===== src/rtl/irq_controller.sv =====
// Fixed-priority interrupt controller: latches edge-triggered requests and sequences
// jump/restore pulses to the PC stage. Define IRQ_SYNC_EN to add 2-flop input synchronizers.
module irq_controller #(
    parameter int NUM_IRQ = 4,
    parameter int ID_W    = 2
) (
    input  logic               clk,
    input  logic               rst_n,
    input  logic [NUM_IRQ-1:0] irq,
    input  logic               ie_wr_en,
    input  logic [NUM_IRQ:0]   ie_wr_data,
    input  logic               take_ok,
    input  logic               reti,
    output logic               interrupt_jump,
    output logic               interrupt_clear_status,
    output logic [ID_W-1:0]    irq_id,
    output logic [NUM_IRQ-1:0] pending,
    output logic               in_service
);

    typedef enum logic [1:0] {
        S_IDLE    = 2'd0,
        S_SERVICE = 2'd1,
        S_RETURN  = 2'd2
    } state_t;

    state_t              r_state;
    state_t              w_state_next;
    logic [NUM_IRQ-1:0]  r_irq_prev;
    logic [NUM_IRQ:0]    r_ie;
    logic [NUM_IRQ-1:0]  r_pending;
    logic [ID_W-1:0]     r_irq_id;
    logic                r_jump;
    logic                r_clr;

    logic [NUM_IRQ-1:0]  w_irq_src;
    logic [NUM_IRQ-1:0]  w_edge;
    logic [NUM_IRQ-1:0]  w_eligible;
    logic [NUM_IRQ-1:0]  w_clear;
    logic [ID_W-1:0]     w_take_id;
    logic                w_any;
    logic [NUM_IRQ-1:0]  w_pend_next;
    logic [ID_W-1:0]     w_id_next;
    logic                w_jump_next;
    logic                w_clr_next;

`ifdef IRQ_SYNC_EN
    logic [NUM_IRQ-1:0] r_sync1;
    logic [NUM_IRQ-1:0] r_sync2;

    always_ff @(posedge clk or negedge rst_n) begin
        if (!rst_n) begin
            r_sync1 <= '0;
            r_sync2 <= '0;
        end else begin
            r_sync1 <= irq;
            r_sync2 <= r_sync1;
        end
    end

    assign w_irq_src = r_sync2;
`else
    assign w_irq_src = irq;
`endif

    assign w_edge = w_irq_src & ~r_irq_prev;

    genvar gi;
    generate
        for (gi = 0; gi < NUM_IRQ; gi++) begin : g_elig
            assign w_eligible[gi] = r_pending[gi] & r_ie[gi] & r_ie[NUM_IRQ];
        end
    endgenerate

    // Scan high-to-low so the lowest eligible index is the last one written.
    always_comb begin
        w_take_id = '0;
        w_clear   = '0;
        for (int i = NUM_IRQ - 1; i >= 0; i--) begin
            if (w_eligible[i]) begin
                w_take_id  = ID_W'(i);
                w_clear    = '0;
                w_clear[i] = 1'b1;
            end
        end
    end

    assign w_any = |w_eligible;

    always_comb begin
        w_state_next = r_state;
        w_jump_next  = 1'b0;
        w_clr_next   = 1'b0;
        w_id_next    = r_irq_id;
        w_pend_next  = r_pending | w_edge;
        case (r_state)
            S_IDLE: begin
                if (take_ok && w_any) begin
                    w_state_next = S_SERVICE;
                    w_jump_next  = 1'b1;
                    w_id_next    = w_take_id;
                    // A fresh edge on the winning line re-arms it.
                    w_pend_next  = (r_pending & ~w_clear) | w_edge;
                end
            end
            S_SERVICE: begin
                if (reti) begin
                    w_state_next = S_RETURN;
                    w_clr_next   = 1'b1;
                end
            end
            S_RETURN: w_state_next = S_IDLE;
            default:  w_state_next = S_IDLE;
        endcase
    end

    always_ff @(posedge clk or negedge rst_n) begin
        if (!rst_n) begin
            r_state    <= S_IDLE;
            r_irq_prev <= '0;
            r_ie       <= '0;
            r_pending  <= '0;
            r_irq_id   <= '0;
            r_jump     <= 1'b0;
            r_clr      <= 1'b0;
        end else begin
            r_state    <= w_state_next;
            r_irq_prev <= w_irq_src;
            r_pending  <= w_pend_next;
            r_irq_id   <= w_id_next;
            r_jump     <= w_jump_next;
            r_clr      <= w_clr_next;
            if (ie_wr_en) begin
                r_ie <= ie_wr_data;
            end
        end
    end

    assign interrupt_jump         = r_jump;
    assign interrupt_clear_status = r_clr;
    assign irq_id                 = r_irq_id;
    assign pending                = r_pending;
    assign in_service             = (r_state != S_IDLE);

endmodule


===== config.mk =====
export PLATFORM = sky130hd
export DESIGN_NAME = irq_controller
export DESIGN_NICKNAME = d
export VERILOG_FILES = /design/src/rtl/irq_controller.sv
export SDC_FILE = /design/constraint.sdc
export NUM_CORES = 1
export LEC_CHECK = 0
export ABC_AREA = 1
export BUFFER_PORTS_ARGS = -buffer_cell sky130_fd_sc_hd__buf_2
export CORE_MARGIN = 5
export CORE_UTILIZATION = 45
export CTS_BUF_LIST = sky130_fd_sc_hd__clkbuf_2
export CTS_CLUSTER_DIAMETER = 80
export DETAILED_ROUTE_END_ITERATION = 6
export PLACE_DENSITY = 0.71
export SYNTH_ARGS = -nofsm -noshare
export SYNTH_HDL_FRONTEND = slang
export SYNTH_SLANG_ARGS = --single-unit
export TNS_END_PERCENT = 20

===== constraint.sdc =====
create_clock -name clk -period 2.1 [get_ports clk]
set_clock_uncertainty 0.1 [all_clocks]
set_input_delay 0.21 -clock clk [delete_from_list [all_inputs] [get_ports clk]]
set_output_delay 0.21 -clock clk [all_outputs]
set_load 0.1 [all_outputs]

==> results of run 1 <==
## state kept, by name (all words and copies together), names as in the netlist
name                    flops
r_irq_prev                  4
interrupt_jump              1
pending                     4
irq_id                      2
r_state                     2
interrupt_clear_status      1
r_ie                        5
## logic make-up (layout without fill, tap and decap cells)
kind of cell | after synthesis | in the layout
buf+inv | 12 | 44
mux | 4 | 4
compound gates | 10 | 10
flops | 19 | 19
simple gates | 34 | 34
## routing by layer
metal | share of wire | routed length, microns | global-route usage
met5 | 0 | 0 | 0
met4 | 0.013 | 21 | 0.0655
met3 | 0.058 | 96 | 0.0344
met2 | 0.51 | 848 | 0.253
met1 | 0.42 | 695 | 0.167
## synthesized netlist by cell type, drive strengths merged
library cell / number / share of area
a21oi: 8 / 0.051
and3: 2 / 0.016
dfrtp: 19 / 0.60
inv: 12 / 0.057
mux2: 4 / 0.057
nand2: 18 / 0.11
nand3: 6 / 0.051
nor2: 8 / 0.041
o21ai: 1 / 0.0063
o311ai: 1 / 0.011
## worst paths after layout
kind                         endpoint     startpoint  cells after the start
max                        in_service     r_state[1]                      3
max in group asynchronous   irq_id[0]          rst_n                      2
min reg2reg                 irq_id[0]      irq_id[0]                      2
min in group asynchronous     r_ie[1]          rst_n                      2
max reg2reg                 irq_id[0]        r_ie[4]                      6
min                           r_ie[1]  ie_wr_data[1]                      2
## area by class of cell
type                       count  share of cell area
tap                           25              0.0309
inverter                      12              0.0444
timing repair buffer          28               0.168
multi-input combinational     48               0.268
clock buffer                   4              0.0198
sequential                    19               0.469
## critical path: stages (launching register included)
cell     delay (ns)
dfrtp_1        0.40
inv_1          0.07
nand2_1        0.09
buf_2          0.43
## power groups by stage
stage / Clock [mW] / Combinational, mW / Sequential [mW]
floorplan: 0 / 0.238 / 0.816
global placement: 0 / 0.676 / 0.486
detailed placement: 0 / 0.684 / 0.491
CTS: 0.164 / 0.700 / 0.485
global route: 0.181 / 0.734 / 0.495
finish: 0.158 / 0.693 / 0.486
## repair_timing
| item | in CTS | in global routing |
|---|---|---|
| resized for setup | 0 | 0 |
| hold buffers | 6 | 0 |
| hold endpoints to repair | 24 | 0 |
==> flow_summary_export.csv, run 1 <==
group,metric,value,unit
status,status,"finished clean",
routing,first_pass_iters,4,
timing,relSlewSlack,0.678,
synth,syn_area,792,sq um
timing,finalWorstSetupSlack,0.508,ns
critical_path,path_class,"flip-flop to output port",
synth,synth_mux_area_frac,0.0569,
timing,slew_viol_final,0,
timing,clock.fmax,628,MHz
synth,ys_seq_area_frac,0.600,
floorplan,die_area,2700,sq um
routing,drtIter0Drc,9,
placement,globalplace.congestion,0.721,
power,power_switching,0.729,mW
synth,syn_inst,79,
clock_network,clk_latency,0.31,ns
finish,regArea,475,sq um
critical_path,startpoint_type,"flip-flop",
finish,area_growth,28.0,%
placement,placed_cell_area,933,sq um
floorplan,start_util,0.464,
finish,stdcell_count,136,
floorplan,rows,15,
power,internal_power,0.609,mW
finish,fin_util,0.593,
routing,wl_per_cell,12.2,microns
finish,diodes,0,
power,clkPwrFrac,0.118,
power,power.density,1320,nW/um^2
placement,place_ws,0.879,ns
synth,ys_types,14,
power,total_power,1.34,mW
synth,ys_ff_latch,19,
floorplan,ioPinCount,23,
finish,mostFrequentLayoutCell,"buf_2",
global_routing,grtUsageTotal,0.145,
synth,post_synth_fa_ha_maj_area_fraction,0,
clock_network,cts_setup_buffers,0,
power,p_seq_frac,0.363,
worst_hold_path,min_path_type,"primary input to flip-flop",
clock_network,cts_tree,"yes",
clock_network,cts-root-buf,"clkbuf_2",
synth,synth_top_family_by_area,"simple AND/OR/NAND/NOR gates",
finish,finalNetCount,126,
global_routing,grt_pass1_wl,2780,microns
critical_path,crit_path_end_kind,"output port",
placement,portBuffers,22,
global_routing,grt_pass1_vias,629,
power,p_leak,0.548,nW
synth,synth-simple-area-share,0.218,
finish,multi_input_area,272,sq um
timing,hold_violations,0,
placement,dp_hpwl,1150,microns
clock_network,h-tree-depth,1,
floorplan,die_h,52.0,microns
clock_network,cts_buffers,3,
floorplan,core_area,1710,sq um
synth,synth_xor_area_frac,0,
finish,layout-drive-gt1-share,0.333,
clock_network,clock_path_buffers,2,
routing,vias_per_cell,4.63,
clock_network,clk_pin_slew,0.18,ns
synth,synth_warnings,0,
critical_path,crit_fanout,3,
timing,finalSetupTns,0,ns
routing,ant_nets,0,
routing,dr_total_vias,630,
finish,mostFrequentLayoutCells,"buf_2 (22), dfrtp_1 (19), nand2_1 (14)",
power,p_sw_frac,0.545,
critical_path,crit_arrival,1.28,ns
timing,setup_viol,0,
global_routing,grt_start_max_net_pins,20,
timing,period_needed,1.59,ns
global_routing,antenna_found_initial,0,
power,combPwrFrac,0.518,
timing,min_period_over_period,0.758,
placement,dpl.cell_count,126,
finish,design_area,1010,sq um
floorplan,die_width,52.0,microns
timing,tightest_slew,0.486,ns
critical_path,r2r_slack,0.80,ns
routing,drc,0,
clock_network,cts.sinks,19,
power,vdd_drop_max,0.618,mV
timing,holdWs,0.0223,ns
global_routing,grt_overflow,0,
synth,avgSynthCellArea,10.0,sq um
timing,rsz0062_at_grt,"no",
synth,synth-compound-area-share,0.0679,
job,drv_cap,0,
finish,fillers,158,
critical_path,required,1.79,ns
synth,syn_nets,93,
routing,drt_wl_total,1660,microns
No activity file was read; power rests on OpenSTA's default activity.
==> run 2, diff against run 1 <==
--- a/config.mk
+++ b/config.mk
@@ -12,7 +12,7 @@
 export CTS_BUF_LIST = sky130_fd_sc_hd__clkbuf_2
 export CTS_CLUSTER_DIAMETER = 80
 export DETAILED_ROUTE_END_ITERATION = 6
-export PLACE_DENSITY = 0.71
+export PLACE_DENSITY = 0.74
 export SYNTH_ARGS = -nofsm -noshare
 export SYNTH_HDL_FRONTEND = slang
 export SYNTH_SLANG_ARGS = --single-unit
==> constraint.sdc (replaced) <==
create_clock -name clk -period 1.3 [get_ports clk]
set_clock_uncertainty 0.1 [all_clocks]
set_input_delay 0.13 -clock clk [delete_from_list [all_inputs] [get_ports clk]]
set_output_delay 0.13 -clock clk [all_outputs]
set_load 0.1 [all_outputs]
==> flow_summary_export.csv, run 2 (synthesis results as in run 1) <==
group,metric,value,unit
status,status,"finished clean",
routing,ant_nets,0,
critical_path,crit_arrival,1.05,ns
global_routing,antenna_found_initial,0,
global_routing,grt_start_max_net_pins,20,
finish,fillers,122,
placement,portBuffers,22,
finish,finalNetCount,132,
worst_hold_path,hold_depth,5,
critical_path,crit_path_end_kind,"output port",
power,clkPwrFrac,0.102,
timing,hold_violations,0,
finish,multi_input_area,293,sq um
power,internal_power,1.28,mW
critical_path,path_buf_inv,2,
floorplan,die_h,52.0,microns
clock_network,cts_buffers,3,
routing,first_pass_iters,4,
routing,drt_wl_total,1740,microns
power,power.density,2070,nW/um^2
finish,regArea,492,sq um
finish,largest_register_ffs,5,
timing,tightest_slew,0.406,ns
power,p_sw_frac,0.496,
placement,dpl.cell_count,126,
clock_network,clk_latency,0.31,ns
power,power_switching,1.26,mW
global_routing,grt_pass1_wl,2870,microns
power,p_leak,0.623,nW
finish,area_growth,54.2,%
finish,stdcell_count,142,
clock_network,cts.sinks,19,
finish,mostFrequentLayoutCell,"dfrtp_1",
job,drv_cap,0,
timing,setup_viol,0,
critical_path,reg2reg_depth,5,
critical_path,slowest_stage,"dfrtp_1",
clock_network,h-tree-depth,1,
routing,drc,0,
power,p_seq_frac,0.335,
timing,relSlewSlack,0.730,
critical_path,r2r_slack,0.08,ns
timing,rsz0062_at_grt,"yes",
timing,clock.fmax,780,MHz
critical_path,startpoint_type,"flip-flop",
global_routing,grt_pass1_vias,632,
critical_path,critPathTopFamily,"flip-flops",
clock_network,clk_pin_slew,0.17,ns
floorplan,ioPinCount,23,
critical_path,crit_fanout,3,
critical_path,cp_cell_sequence,"inv_2 > nand2_4 > buf_12",
global_routing,grt_overflow,0,
routing,wl_per_cell,12.2,microns
clock_network,clock_path_buffers,2,
finish,diodes,0,
clock_network,cts_tree,"yes",
timing,slew_viol_final,0,
routing,drtIter0Drc,3,
power,vdd_drop_max,1.33,mV
finish,mostFrequentLayoutCells,"dfrtp_1 (14), nand2_1 (13), buf_2 (13)",
critical_path,required,1.07,ns
finish,regMostFlops,"r_ie",
routing,dr_total_vias,642,
timing,period_needed,1.28,ns
critical_path,path_class,"flip-flop to output port",
power,combPwrFrac,0.564,
timing,min_period_over_period,0.986,
placement,dp_hpwl,1260,microns
finish,fin_util,0.715,
worst_hold_path,min_path_type,"primary input to flip-flop",
clock_network,cts-root-buf,"clkbuf_2",
floorplan,core_area,1710,sq um
routing,vias_per_cell,4.52,
floorplan,die_width,52.0,microns
critical_path,cp_num_cells,3,
global_routing,grtUsageTotal,0.153,
floorplan,rows,15,
floorplan,start_util,0.464,
critical_path,critical-path-max-stage-delay,0.43,ns
placement,globalplace.congestion,0.757,
finish,layout-drive-gt1-share,0.402,
floorplan,die_area,2700,sq um
run 2: changes by cell type in the layout (fill, tap and decap cells not counted), moves of 2 or more:
cell / delta
buf_2: -9
buf_12: +7
dlygate4sd3_1: +6
dfrtp_1: -5
dfrtp_4: +4
buf_4: +2
inv_1: -2
inv_2: +2
run 2: layout make-up:
cell class	count	share of cell area
inverter	12	0.0369
timing repair buffer	34	0.279
multi-input combinational	48	0.240
tap	25	0.0256
sequential	19	0.403
clock buffer	4	0.0164
run 2: worst paths after layout:
kind,to,from
max in group asynchronous,pending[2],rst_n
hold reg to reg,r_ie[2],r_ie[2]
min in group asynchronous,r_ie[1],rst_n
setup reg to reg,pending[1],r_ie[4]
setup / recovery,in_service,r_state[0]
hold / removal,interrupt_jump,take_ok
run 2: power by group through the flow:
stage / registers [mW] / clock network (mW) / logic, mW
after floorplan: 1.35 / 0 / 0.419
after global placement: 0.846 / 0 / 1.37
after detailed placement: 0.852 / 0 / 1.39
after CTS: 0.846 / 0.262 / 1.43
after global routing: 0.860 / 0.282 / 1.49
final: 0.847 / 0.258 / 1.43
run 2: worst register-to-register path: stages, from the launching register on:
cell	delay (ns)
dfrtp_1	0.51
nand3_2	0.16
nand2_2	0.13
nand2_4	0.07
nand2_4	0.09
a21oi_1	0.07
run 2: timing repair:
item	4_1_cts	5_1_grt
resized for setup	4	1
hold buffers	12	0
pin swaps	0	1
hold endpoints to repair	31	0
endpoints found under the setup margin	3	4
buffers inserted	0	0
run 2: layer usage:
layer | GRT usage | routed length (microns) | vias up
met5 | 0 | 0 | -
met4 | 0.118 | 57 | 0
met3 | 0.0258 | 69 | 4
met2 | 0.232 | 860 | 15
met1 | 0.192 | 748 | 296
li1 | - | - | 327
run 2: metrics by stage:
stage	instance area, sq um	hold slack (ns)	total power, mW	setup WS, ns	setup TNS, ns
CTS	1220	0.112	2.54	0.00620	0
floorplan	826	-0.266	1.76	-0.00450	-0.0184
detailed placement	1070	-0.0200	2.24	0.106	0
global route	1220	0.137	2.63	-0.0298	-0.0395
finish	1220	0.126	2.53	0.0177	0
global placement	1070	-0.0209	2.22	0.127	0
==> run 3, diff against run 2 <==
--- a/config.mk
+++ b/config.mk
@@ -7,12 +7,14 @@
 export LEC_CHECK = 0
 export ABC_AREA = 1
 export BUFFER_PORTS_ARGS = -buffer_cell sky130_fd_sc_hd__buf_2
+export CELL_PAD_IN_SITES_DETAIL_PLACEMENT = 2
+export CELL_PAD_IN_SITES_GLOBAL_PLACEMENT = 2
 export CORE_MARGIN = 5
-export CORE_UTILIZATION = 45
+export CORE_UTILIZATION = 28
 export CTS_BUF_LIST = sky130_fd_sc_hd__clkbuf_2
 export CTS_CLUSTER_DIAMETER = 80
 export DETAILED_ROUTE_END_ITERATION = 6
-export PLACE_DENSITY = 0.74
+export PLACE_DENSITY = 0.75
 export SYNTH_ARGS = -nofsm -noshare
 export SYNTH_HDL_FRONTEND = slang
 export SYNTH_SLANG_ARGS = --single-unit
==> constraint.sdc (replaced) <==
create_clock -name clk -period 1.3 [get_ports clk]
set_clock_uncertainty 0.1 [all_clocks]
set_input_delay 0.13 -clock clk [delete_from_list [all_inputs] [get_ports clk]]
set_output_delay 0.13 -clock clk [all_outputs]
set_load 0.05 [all_outputs]
==> flow_summary_export.csv, run 3 (synthesis results as in run 1) <==
group,metric,value,unit
status,status,"finished with violations",
status,violations,"setup timing",
routing,drc,0,
power,power.density,1790,nW/um^2
floorplan,rows,19,
worst_hold_path,hold_start,"take_ok",
critical_path,path_buf_inv,2,
finish,largest_register_ffs,5,
finish,finalNetCount,136,
clock_network,clk_latency,0.32,ns
global_routing,grt_pass1_vias,836,
finish,mostFrequentLayoutCells,"buf_2 (18), dfrtp_1 (15), nand2_1 (13)",
global_routing,grt_overflow,0,
finish,fillers,297,
power,p_leak,0.599,nW
routing,first_pass_iters,2,
floorplan,ioPinCount,23,
routing,vias_per_cell,4.64,
clock_network,clock_path_buffers,2,
critical_path,slowest_stage,"dfrtp_1",
critical_path,startpoint_type,"flip-flop",
timing,hold_violations,0,
global_routing,grtUsageTotal,0.129,
clock_network,clk_pin_slew,0.19,ns
critical_path,critPathTopFamily,"flip-flops",
power,internal_power,1.12,mW
finish,layout-drive-gt1-share,0.397,
finish,mostFrequentLayoutCell,"buf_2",
critical_path,critical-path-max-stage-delay,0.45,ns
power,vdd_drop_max,0.984,mV
floorplan,core_area,2730,sq um
floorplan,die_width,63.2,microns
clock_network,cts-root-buf,"clkbuf_2",
power,p_seq_frac,0.389,
routing,wl_per_cell,15.2,microns
clock_network,cts_tree,"yes",
routing,drt_wl_total,2310,microns
worst_hold_path,min_path_type,"primary input to flip-flop",
critical_path,cp_cell_sequence,"inv_2 > nand2_4 > buf_8",
timing,clock.fmax,760,MHz
power,clkPwrFrac,0.136,
clock_network,cts.sinks,19,
critical_path,r2r_start,"r_state[0]",
floorplan,start_util,0.290,
finish,design_area,1150,sq um
finish,area_growth,44.7,%
job,drv_cap,0,
timing,slew_viol_final,0,
critical_path,path_class,"flip-flop to output port",
global_routing,antenna_found_initial,0,
placement,place_ws,0.0859,ns
finish,diodes,0,
timing,period_needed,1.32,ns
timing,holdWs,0.115,ns
routing,drtIter0Drc,3,
routing,ant_nets,0,
timing,setup_viol,1,
power,combPwrFrac,0.475,
placement,dp_hpwl,1520,microns
power,power_switching,0.926,mW
routing,dr_total_vias,705,
power,p_sw_frac,0.452,
critical_path,crit_fanout,2,
critical_path,cp-startpoint,"r_state[0]",
global_routing,grt_pass1_wl,4000,microns
clock_network,cts_buffers,3,
global_routing,grt_start_max_net_pins,20,
timing,min_period_over_period,1.01,
critical_path,crit_path_end_kind,"output port",
critical_path,crit_arrival,1.09,ns
timing,finalWorstSetupSlack,-0.0152,ns
placement,portBuffers,22,
critical_path,required,1.07,ns
placement,placed_cell_area,952,sq um
timing,tightest_slew,0.494,ns
floorplan,die_h,63.2,microns
finish,regMostFlops,"r_ie",
placement,globalplace.congestion,0.691,
timing,relSlewSlack,0.666,
floorplan,die_area,3990,sq um
timing,rsz0062_at_grt,"yes",
finish,fin_util,0.419,
clock_network,h-tree-depth,1,
[run 3: changes by cell type in the layout (fill, tap and decap cells not counted), sizes merged]
cell and change:
buf +2, clkbuf +2
[run 3: power groups by stage]
stage	combinational (mW)	clock, mW	sequential (mW)
detailed placement	0.793	0	0.805
CTS	0.949	0.293	0.795
global placement	0.768	0	0.800
finish	0.974	0.278	0.797
global route	1.05	0.320	0.815
floorplan	0.327	0	1.05
[run 3: stage by stage]
stage               cells  TNS, ns  power [mW]
CTS                   151  -0.0113        2.04
global route          152   -0.252        2.18
finish                152  -0.0152        2.05
global placement      132        0        1.57
detailed placement    132        0        1.60
floorplan              79        0        1.37
[run 3: per-layer routing]
layer	vias to the layer above	wire, microns	GRT usage	share of wire
met5	-	0	0	0
met4	0	61	0.0779	0.026
met3	4	74	0.0195	0.032
met2	16	1120	0.217	0.49
met1	351	1050	0.152	0.45
li1	334	-	-	-
[run 3: worst paths after layout]
kind	endpoint	slack [ns]	cells after the start
min in group asynchronous	r_irq_prev[2]	0.15	2
max in group asynchronous	pending[0]	0.62	2
worst max-delay path	in_service	-0.02	3
worst min-delay path	interrupt_jump	0.11	5
worst max register to register	r_state[0]	0	3
worst min register to register	r_ie[2]	0.44	1
[run 3: timing repair]
action / in CTS / in global routing
endpoints found under the hold margin: 32 / 0
hold buffers: 12 / 0
pin swaps: 1 / 1
buffers inserted: 3 / 1
gates resized for setup: 6 / 5
endpoints found under the setup margin: 1 / 10
[run 3: cell type report]
type,count,area (sq um),area share
flip-flops and latches,19,480,0.419
multi-input cells,48,284,0.248
repair buffers,38,278,0.242
clock buffers,4,20.0,0.0175
inverters,12,45.0,0.0393
well taps,31,38.8,0.0338
[run 3: tightest hold or removal path, delay by kind of cell]
family | cells | cell delay, ns
AND/OR/NAND/NOR | 3 | 0.21
buffers and inverters | 2 | 0.18
